==> src/rtl/vae_pkg.sv <==
// Shared VAE datapath constants: default element width/frame size and the ReLU-gradient FSM encoding.
package vae_pkg;

    localparam int DEF_WIDTH        = 10;
    localparam int DEF_INPUT_NUMBER = 100;

    localparam logic [0:0] ST_CAPTURE = 1'b0;
    localparam logic [0:0] ST_GRAD    = 1'b1;

endpackage

==> src/rtl/relu_grad.sv <==
// ReLU backward gate: captures a frame of forward signs into a mask, then gates a frame of gradients; 1-cycle grad->out.
// Backpressure: out_ready stalls grad_ready through a single output register; done pulses the cycle after the last output.
module relu_grad
    import vae_pkg::*;
#(
    parameter int input_number = DEF_INPUT_NUMBER,
    parameter int width        = DEF_WIDTH
) (
    input  logic                    clk,
    input  logic                    rst_n,
    input  logic                    fwd_valid,
    output logic                    fwd_ready,
    input  logic signed [width-1:0] fwd_data,
    input  logic                    grad_valid,
    output logic                    grad_ready,
    input  logic signed [width-1:0] grad_data,
    output logic                    out_valid,
    input  logic                    out_ready,
    output logic signed [width-1:0] out_data,
    output logic                    done
);

    localparam int IW = (input_number > 1) ? $clog2(input_number) : 1;
    localparam logic [IW-1:0] LAST_IDX = IW'(input_number - 1);

    logic [0:0]              state_q, state_d;
    logic [IW-1:0]           idx_q, idx_d;
    logic [input_number-1:0] mask_q, mask_d;
    logic                    out_valid_q, out_valid_d;
    logic signed [width-1:0] out_data_q, out_data_d;
    logic                    done_q, done_d;
    // Set once the final gradient of the frame sits in the output register.
    logic                    last_q, last_d;

    logic fwd_xfer, grad_xfer, out_xfer;

    assign fwd_ready  = (state_q == ST_CAPTURE);
    assign grad_ready = (state_q == ST_GRAD) && !last_q && (!out_valid_q || out_ready);
    assign out_valid  = out_valid_q;
    assign out_data   = out_data_q;
    assign done       = done_q;

    assign fwd_xfer  = fwd_valid && fwd_ready;
    assign grad_xfer = grad_valid && grad_ready;
    assign out_xfer  = out_valid_q && out_ready;

    always_comb begin
        state_d     = state_q;
        idx_d       = idx_q;
        mask_d      = mask_q;
        out_valid_d = out_valid_q;
        out_data_d  = out_data_q;
        done_d      = 1'b0;
        last_d      = last_q;
        case (state_q)
            ST_CAPTURE: begin
                if (fwd_xfer) begin
                    mask_d[idx_q] = (fwd_data > 0);
                    if (idx_q == LAST_IDX) begin
                        idx_d   = '0;
                        state_d = ST_GRAD;
                    end else begin
                        idx_d = idx_q + 1'b1;
                    end
                end
            end
            default: begin
                if (out_xfer) begin
                    out_valid_d = 1'b0;
                    if (last_q) begin
                        state_d = ST_CAPTURE;
                        last_d  = 1'b0;
                        idx_d   = '0;
                        done_d  = 1'b1;
                    end
                end
                if (grad_xfer) begin
                    out_valid_d = 1'b1;
                    out_data_d  = mask_q[idx_q] ? grad_data : '0;
                    if (idx_q == LAST_IDX) begin
                        idx_d  = '0;
                        last_d = 1'b1;
                    end else begin
                        idx_d = idx_q + 1'b1;
                    end
                end
            end
        endcase
    end

    always_ff @(posedge clk or negedge rst_n) begin
        if (!rst_n) begin
            state_q     <= ST_CAPTURE;
            idx_q       <= '0;
            mask_q      <= '0;
            out_valid_q <= 1'b0;
            out_data_q  <= '0;
            done_q      <= 1'b0;
            last_q      <= 1'b0;
        end else begin
            state_q     <= state_d;
            idx_q       <= idx_d;
            mask_q      <= mask_d;
            out_valid_q <= out_valid_d;
            out_data_q  <= out_data_d;
            done_q      <= done_d;
            last_q      <= last_d;
        end
    end

endmodule

==> config.mk <==
export PLATFORM = sky130hd
export DESIGN_NAME = relu_grad
export DESIGN_NICKNAME = d
export VERILOG_FILES = /design/src/rtl/vae_pkg.sv /design/src/rtl/relu_grad.sv
export SDC_FILE = /design/constraint.sdc
export NUM_CORES = 1
export LEC_CHECK = 0
export ABC_AREA = 0
export CORE_ASPECT_RATIO = 1.2
export CORE_UTILIZATION = 64
export CTS_CLUSTER_DIAMETER = 150
export CTS_CLUSTER_SIZE = 24
export DETAILED_ROUTE_END_ITERATION = 12
export PLACE_DENSITY_LB_ADDON = 0.1
export SYNTH_ARGS = -nofsm -noshare
export SYNTH_HDL_FRONTEND = slang
export SYNTH_SLANG_ARGS = --single-unit
==> constraint.sdc <==
create_clock -name clk -period 5.1 [get_ports clk]
set_input_delay 0.765 -clock clk [delete_from_list [all_inputs] [get_ports clk]]
set_output_delay 0.765 -clock clk [all_outputs]
set_load 0.02 [all_outputs]
---- Word-level counts from Yosys, hierarchy flattened ----
Index checks and enable logic that the tools add are counted.
W data, S select, Z words.
storage, ports and cells
  input bits .............................. 25
  flip-flop bits (word level) ............. 121
  output and inout port bits .............. 14
  logic and storage cells ................. 55
cells by class
  $lt $le $gt $ge ......................... 3
  mux-type cells .......................... 25
  equality and inequality tests ........... 3
  reduce and logical (&&, ||, !) cells .... 15
  add/sub/neg operators ................... 1
  bitwise logic cells ..................... 1
operators with widths
  kind                   number
  $bwmux W100            1
  $mux W7                6
  $mux W1                15
  $gt A10 B1 Y1 const B  1
  $mux W10               1
  $lt A7 B8 Y1 const B   1
  $add A7 B1 Y7 const B  1
  $bmux W1 S7            1
  $demux W1 S7           1
  $eq A7 B7 Y1 const B   1
  $ge A7 B1 Y1 const B   1
  $logic_and A1 B1 Y1    6
  $ne A3 B1 Y1 const B   2
  $reduce_and A2 Y1      3
  $reduce_bool A2 Y1     2
  $reduce_and A3 Y1      1
  $logic_not A1 Y1       2
  $logic_or A1 B1 Y1     1
  $not A1 Y1             1

---- Logic depth before layout (Yosys ltp) ----
Gate-level depths: netlist of run 1.
  word-level depth ........................ 6
  gate-level depth with buffers ........... 9
  mapped depth without buffers ............ 5

---- Least setup slack after synthesis of run 1 ----
No wires, ideal clock.
  path kind ............................... input to output
  start ................................... input out_ready
  end ..................................... output grad_ready
  stages on the path ...................... 2
  buffers on the path ..................... 0
  path slack .............................. 2.916 ns
  arrival time ............................ 1.419 ns
  required time ........................... 4.335 ns
  path through ............................ nand2b_1 nor3b_1
on the way
  word-level cells in the longest chain between the ends .. 2
ends and longest elaborated chain
  what                 line             RTL
  start, declared      relu_grad.sv:18  input logic out_ready,
  $logic_or A1 B1 Y1   relu_grad.sv:38  assign grad_ready = (state_q == ST_GRAD) && !last_q && (!out_valid_q || out_ready);
  $logic_and A1 B1 Y1  relu_grad.sv:38
  end, declared        relu_grad.sv:15  output logic grad_ready,
Every way passes these cells.

---- Final worst setup path of run 1 ----
Same ends and word-level chain as after synthesis.

==> out/results.ini, run 1 <==
[placement]
placed_cells=717
hpwl_mm=9.14
gp_congestion=0.803
portBuffers=38

[floorplanning]
die_area_sq_um=10100
initial_core_util_pct=65.5
die_y_microns=110
placementRows=39
io_pins=39
die_w_microns=91.9
core_region_area_sq_um=9470

[global_routing]
grt_pass1_vias=4765
grt_usage_pct=32.3
grt_max_degree=83
gr-total-overflow=0
grt_antenna_before_repair=0
grt_pass1_wl_mm=24.6

[worst_setup_path]
end_kind=output pin
path_class=in2out
reg2reg_depth=3
critPathCapture=grad_ready
crit_path_cell_trace=clkdlybuf4s50_1 > nand2b_1 > nor3b_1 > clkdlybuf4s50_1
worstReg2RegEnd=mask_q[21]
critical_path.top_delay_family=buffers and inverters
slowest_stage=clkdlybuf4s50_1
timing.rr.start=idx_q[0]
startpoint_type=input pin
critPathMaxStageDelay_ns=0.63
cp_num_cells=4
worst-path-max-fanout=4
critPathBufInv=2
cp_common_cell=clkdlybuf4s50_1
worstSetupStartpoint=out_ready
crit_required_ns=4.34
cp.arrival_ns=2.27
r2r_setup_slack_ns=2.17

[detailed_routing]
first_pass_iters=5
viasPerCell=6.60
antenna_left=0
vias=4941
first_iter_violations=551
wl_mm=15.0
wire_per_inst_microns=20.0
drcViolationCount=0

[clocking]
clock_latency_ns=0.41
cts_setup_buffers=0
clock_sinks=121
cts_tree=built
htreeDepth=4
post_cts_resized=0
clk_pin_slew_ns=0.05
cts_made_buffers=17
root_buffer=clkbuf_16
clockBufferDepth=2
cts_hold_buf=0

[yosys]
seq_area_frac_synth_pct=48.8
ys_top_cells_by_area=dfrtp_1 (49%), mux2i_1 (9.4%), o21ai_0 (6.6%)
ys_ff_latch=121
synth_edf_count=0
syn-cell-area_sq_um=6200
async_flop_share_pct=100
synth_top_area_share_pct=48.8
synthCells=605
synth.largest_area_cell=dfrtp_1
yosysWarningCount=0
synth_fp_nets=631
syn_area_per_cell_sq_um=10.3
synthFlopType=dfrtp_1
ys_types=44

[power]
worst_ir_drop_vdd_v=0.000278
powerDensity_nw_per_um2=441
intPower_w=0.00216
p_sw_w=0.000970
power.share.clock_pct=39.4
power.share.combinational_pct=21.1
switching_share_pct=31.0
p_leak_nw=3.04
seq_power_share_pct=39.5
p_total_w=0.00313

[final_layout]
fillers=645
finalNonFillerCells=749
diodes=0
final_nets=639
synthToLayoutAreaGrowth_pct=14.5
layout-drive-gt1-share_pct=12.1

[sta]
tightestPinTransition_ns=1.12
finalHoldViolations=0
period_minus_slack_ns=3.03
max_freq_mhz=330
rsz0062_at_grt=no
finClkSkew_ns=0.00705
setup_viol=0
hold_ws_ns=0.480
maxSlewViolCount=0
setup_tns_ns=0
period_share_pct=59.5
slew-limit-headroom_pct=25.6

[worst_hold_path]
hold_class=reg2reg

[run_status]
status=completed

[flow_run]
maxCapViolCount=0

## metrics by stage
| step | instance area, sq um | util [%] | setup slack [ns] |
|---|---|---|---|
| global placement | 6480 | 68.5 | 2.00 |
| detailed placement | 6480 | 68.5 | 1.93 |
| floorplan | 6200 | - | 2.92 |
| finish | 7100 | 75.0 | 2.07 |
| CTS | 7100 | 75.0 | 2.06 |
| global route | 7100 | 75.0 | 1.96 |
## cell families after synthesis
kind of cell    share of synthesized area (%)
compound gates                           19.1
simple gates                             11.6
flops                                    48.8
mux                                      14.8
buf+inv                                  4.60
xor+xnor                                0.847
fa+ha+maj                               0.202
## sequential cells by signal, indices dropped and copies added (netlist names)
name / count
done: 1
state_q: 1
out_data: 10
last_q: 1
out_valid: 1
idx_q: 7
mask_q: 100
## how the worst min path moves through the flow
stage	start	to	cells past startpoint
2_1_floorplan	mask_q[20]	mask_q[20]	2
3_3_place_gp	mask_q[6]	mask_q[6]	2
3_5_place_dp	mask_q[62]	mask_q[62]	2
4_1_cts	mask_q[62]	mask_q[62]	2
5_1_grt	mask_q[52]	mask_q[52]	2
6_report	mask_q[22]	mask_q[22]	2
## power by group through the flow
stage	sequential [W]	combinational, W	clock, W
2_1_floorplan	0.00114	0.000601	0
3_3_place_gp	0.00124	0.000638	0
3_5_place_dp	0.00125	0.000648	0
4_1_cts	0.00123	0.000654	0.00124
5_1_grt	0.00126	0.000703	0.00128
6_report	0.00124	0.000660	0.00123
## metal layers
layer / track usage [%] / up-vias / share of wire [%]
li1: - / 2242 / -
met1: 42.4 / 2478 / 41
met2: 53.5 / 191 / 50
met3: 6.43 / 30 / 6.3
met4: 12.1 / 0 / 2.5
met5: 0 / - / 0
## layout make-up
cell class,instances,area (sq um),area share (%)
Clock inverter,8,115,1.62
Multi-Input combinational cell,431,2900,40.8
Inverter,1,3.75,0.0529
Tap cell,123,154,2.17
Sequential cell,121,3030,42.7
Timing Repair Buffer,41,400,5.64
Clock buffer,24,502,7.06
## cell usage in the layout, fill, tap and decap left out, types with 3 or more instances in the layout
cell / count
a41o_1: 3
a41oi_1: 9
buf_4: 4
bufinv_16: 3
clkbuf_16: 17
clkbuf_8: 5
clkdlybuf4s50_1: 37
clkinv_2: 5
dfrtp_1: 120
mux2_2: 28
mux2i_1: 58
nand2_1: 73
nand2b_1: 10
nand3_1: 15
nor2_1: 24
nor2b_1: 8
nor3_1: 5
nor3_2: 4
o21ai_0: 82
o21ai_1: 3
o21bai_1: 3
o22ai_1: 22
o31ai_1: 54
xnor2_1: 4
## cells in the mapped netlist, drive strengths merged, types with 4 or more instances
master    n
dfrtp   121
o21ai    85
nand2    73
mux2i    58
o31ai    54
buf      28
mux2     28
clkbuf   24
nor2     24
o22ai    24
nand3    15
a41oi    10
nand2b   10
nor3      9
nor2b     8
xnor2     4
## worst reg2reg max path: stages, from the launching register on
cell,delay (ns)
dfrtp_4,1.16
nand3_1,0.98
o21ai_0,0.49
o31ai_1,0.13
No activity file was read; power rests on OpenSTA's default activity.
==> run 2: changes to the inputs <==
Settings changed: CORE_UTILIZATION 64 to 60.
Clock period 5.1 ns to 2.8 ns, I/O delays scaled along.
==> out/results.ini, run 2 (synthesis gave the netlist of run 1 again) <==
[final_layout]
fin_util_pct=72.7
largest_reg_flops=100
final_common_cell=dfrtp_1
layout-drive-gt1-share_pct=15.3
final_cell_mix=dfrtp_1 (120), o21ai_0 (82), nand2_1 (73), mux2i_1 (58), o31ai_1 (54)
diodes=0
final_nets=665
largest-register=mask_q
fillers=720
synthToLayoutAreaGrowth_pct=17.3

[power]
switching_share_pct=32.0
intPower_w=0.00383
powerDensity_nw_per_um2=774
p_leak_nw=3.13
power.share.clock_pct=36.0
power.share.combinational_pct=26.9
p_sw_w=0.00180
seq_power_share_pct=37.1
worst_ir_drop_vdd_v=0.000382

[clocking]
htreeDepth=4
clk_pin_slew_ns=0.05
cts_tree=built
root_buffer=clkbuf_16
clock_sinks=121
clockBufferDepth=2
cts_made_buffers=17
clock_latency_ns=0.42
post_cts_resized=0
cts_hold_buf=0
cts_setup_buffers=0

[worst_setup_path]
worst-path-max-fanout=24
worstSetupStartpoint=idx_q[0]
cp_common_cell=buf_4
reg2reg_depth=7
end_kind=register
crit_path_cell_trace=buf_4 > mux2i_1 > o22ai_1 > o21ai_0 > buf_4 > a41o_1 > a41oi_1
critPathMaxStageDelay_ns=0.62
worstReg2RegEnd=out_data[2]
slowest_stage=dfrtp_4
cp.arrival_ns=2.84
path_class=reg2reg
r2r_setup_slack_ns=0.22
timing.rr.start=idx_q[0]
startpoint_type=register
crit_required_ns=3.06

[global_routing]
grt_usage_pct=31.4
grt_max_degree=74
grt_antenna_before_repair=0
gr-total-overflow=0
grt_pass1_vias=5060
grt_pass1_wl_mm=25.5

[sta]
finalHoldViolations=0
period_minus_slack_ns=2.58
tightestPinTransition_ns=0.762
slew-limit-headroom_pct=49.2
finClkSkew_ns=0.00707
max_freq_mhz=388
setup_tns_ns=0
setup_viol=0
rsz0062_at_grt=no
maxSlewViolCount=0
period_share_pct=92.0

[flow_run]
maxCapViolCount=0

[detailed_routing]
first_pass_iters=5
antenna_left=0
first_iter_violations=481
viasPerCell=6.38
vias=4962
wire_per_inst_microns=19.8
drcViolationCount=0
wl_mm=15.4

[worst_hold_path]
hold_class=in2async

[floorplanning]
initial_core_util_pct=62.0
placementRows=40
io_pins=39
die_y_microns=113
die_w_microns=94.8
core_region_area_sq_um=10000
die_area_sq_um=10700

[placement]
portBuffers=38
gp_congestion=0.889
hpwl_mm=10.1

[run_status]
status=completed

## run 2: area by class of cell
class | instances | area, sq um | share of cell area (%)
Timing Repair Buffer | 67 | 633 | 8.70
Clock inverter | 8 | 70.1 | 0.963
Clock buffer | 24 | 482 | 6.62
Tap cell | 126 | 158 | 2.17
Multi-Input combinational cell | 431 | 2900 | 39.8
Inverter | 1 | 3.75 | 0.0516
Sequential cell | 121 | 3030 | 41.7
## run 2: power groups by stage
stage	sequential, W	combinational (W)	clock, W
finish	0.00209	0.00151	0.00203
global route	0.00211	0.00162	0.00212
CTS	0.00209	0.00150	0.00204
detailed placement	0.00211	0.00148	0
global placement	0.00210	0.00146	0
floorplan	0.00207	0.00109	0
## run 2: critical path: cells and delay by family (launching register included)
kind            cells  cell delay (ns)
buf+inv             2             0.45
mux                 1             0.28
compound gates      4             1.07
flops               1             0.62
## run 2: how the worst max path moves through the flow
stage / end / slack [ns] / cells after the start
finish: out_data[2] / 0.22 / 7
global route: out_data[3] / 0.06 / 7
CTS: out_data[2] / 0.26 / 7
detailed placement: out_data[2] / 0.28 / 7
global placement: out_data[7] / 0.35 / 7
floorplan: out_data[0] / 0.97 / 6
## run 2: metrics by stage
step	std cells	hold WS, ns	cell area, sq um	power [W]	setup slack, ns
2_1_floorplan	605	0.124	6200	0.00316	0.974
3_3_place_gp	746	0.460	6720	0.00356	0.347
3_5_place_dp	746	0.471	6720	0.00360	0.276
4_1_cts	778	0.0985	7270	0.00563	0.256
5_1_grt	778	0.135	7270	0.00585	0.0618
6_report	778	0.0723	7270	0.00563	0.224
## run 2: metal layers
metal	wire [microns]	global-route usage (%)	vias up
met2	7430	49.8	191
met5	0	0	-
met3	981	8.13	43
met4	496	13.8	0
met1	6470	40.6	2439
li1	-	-	2289
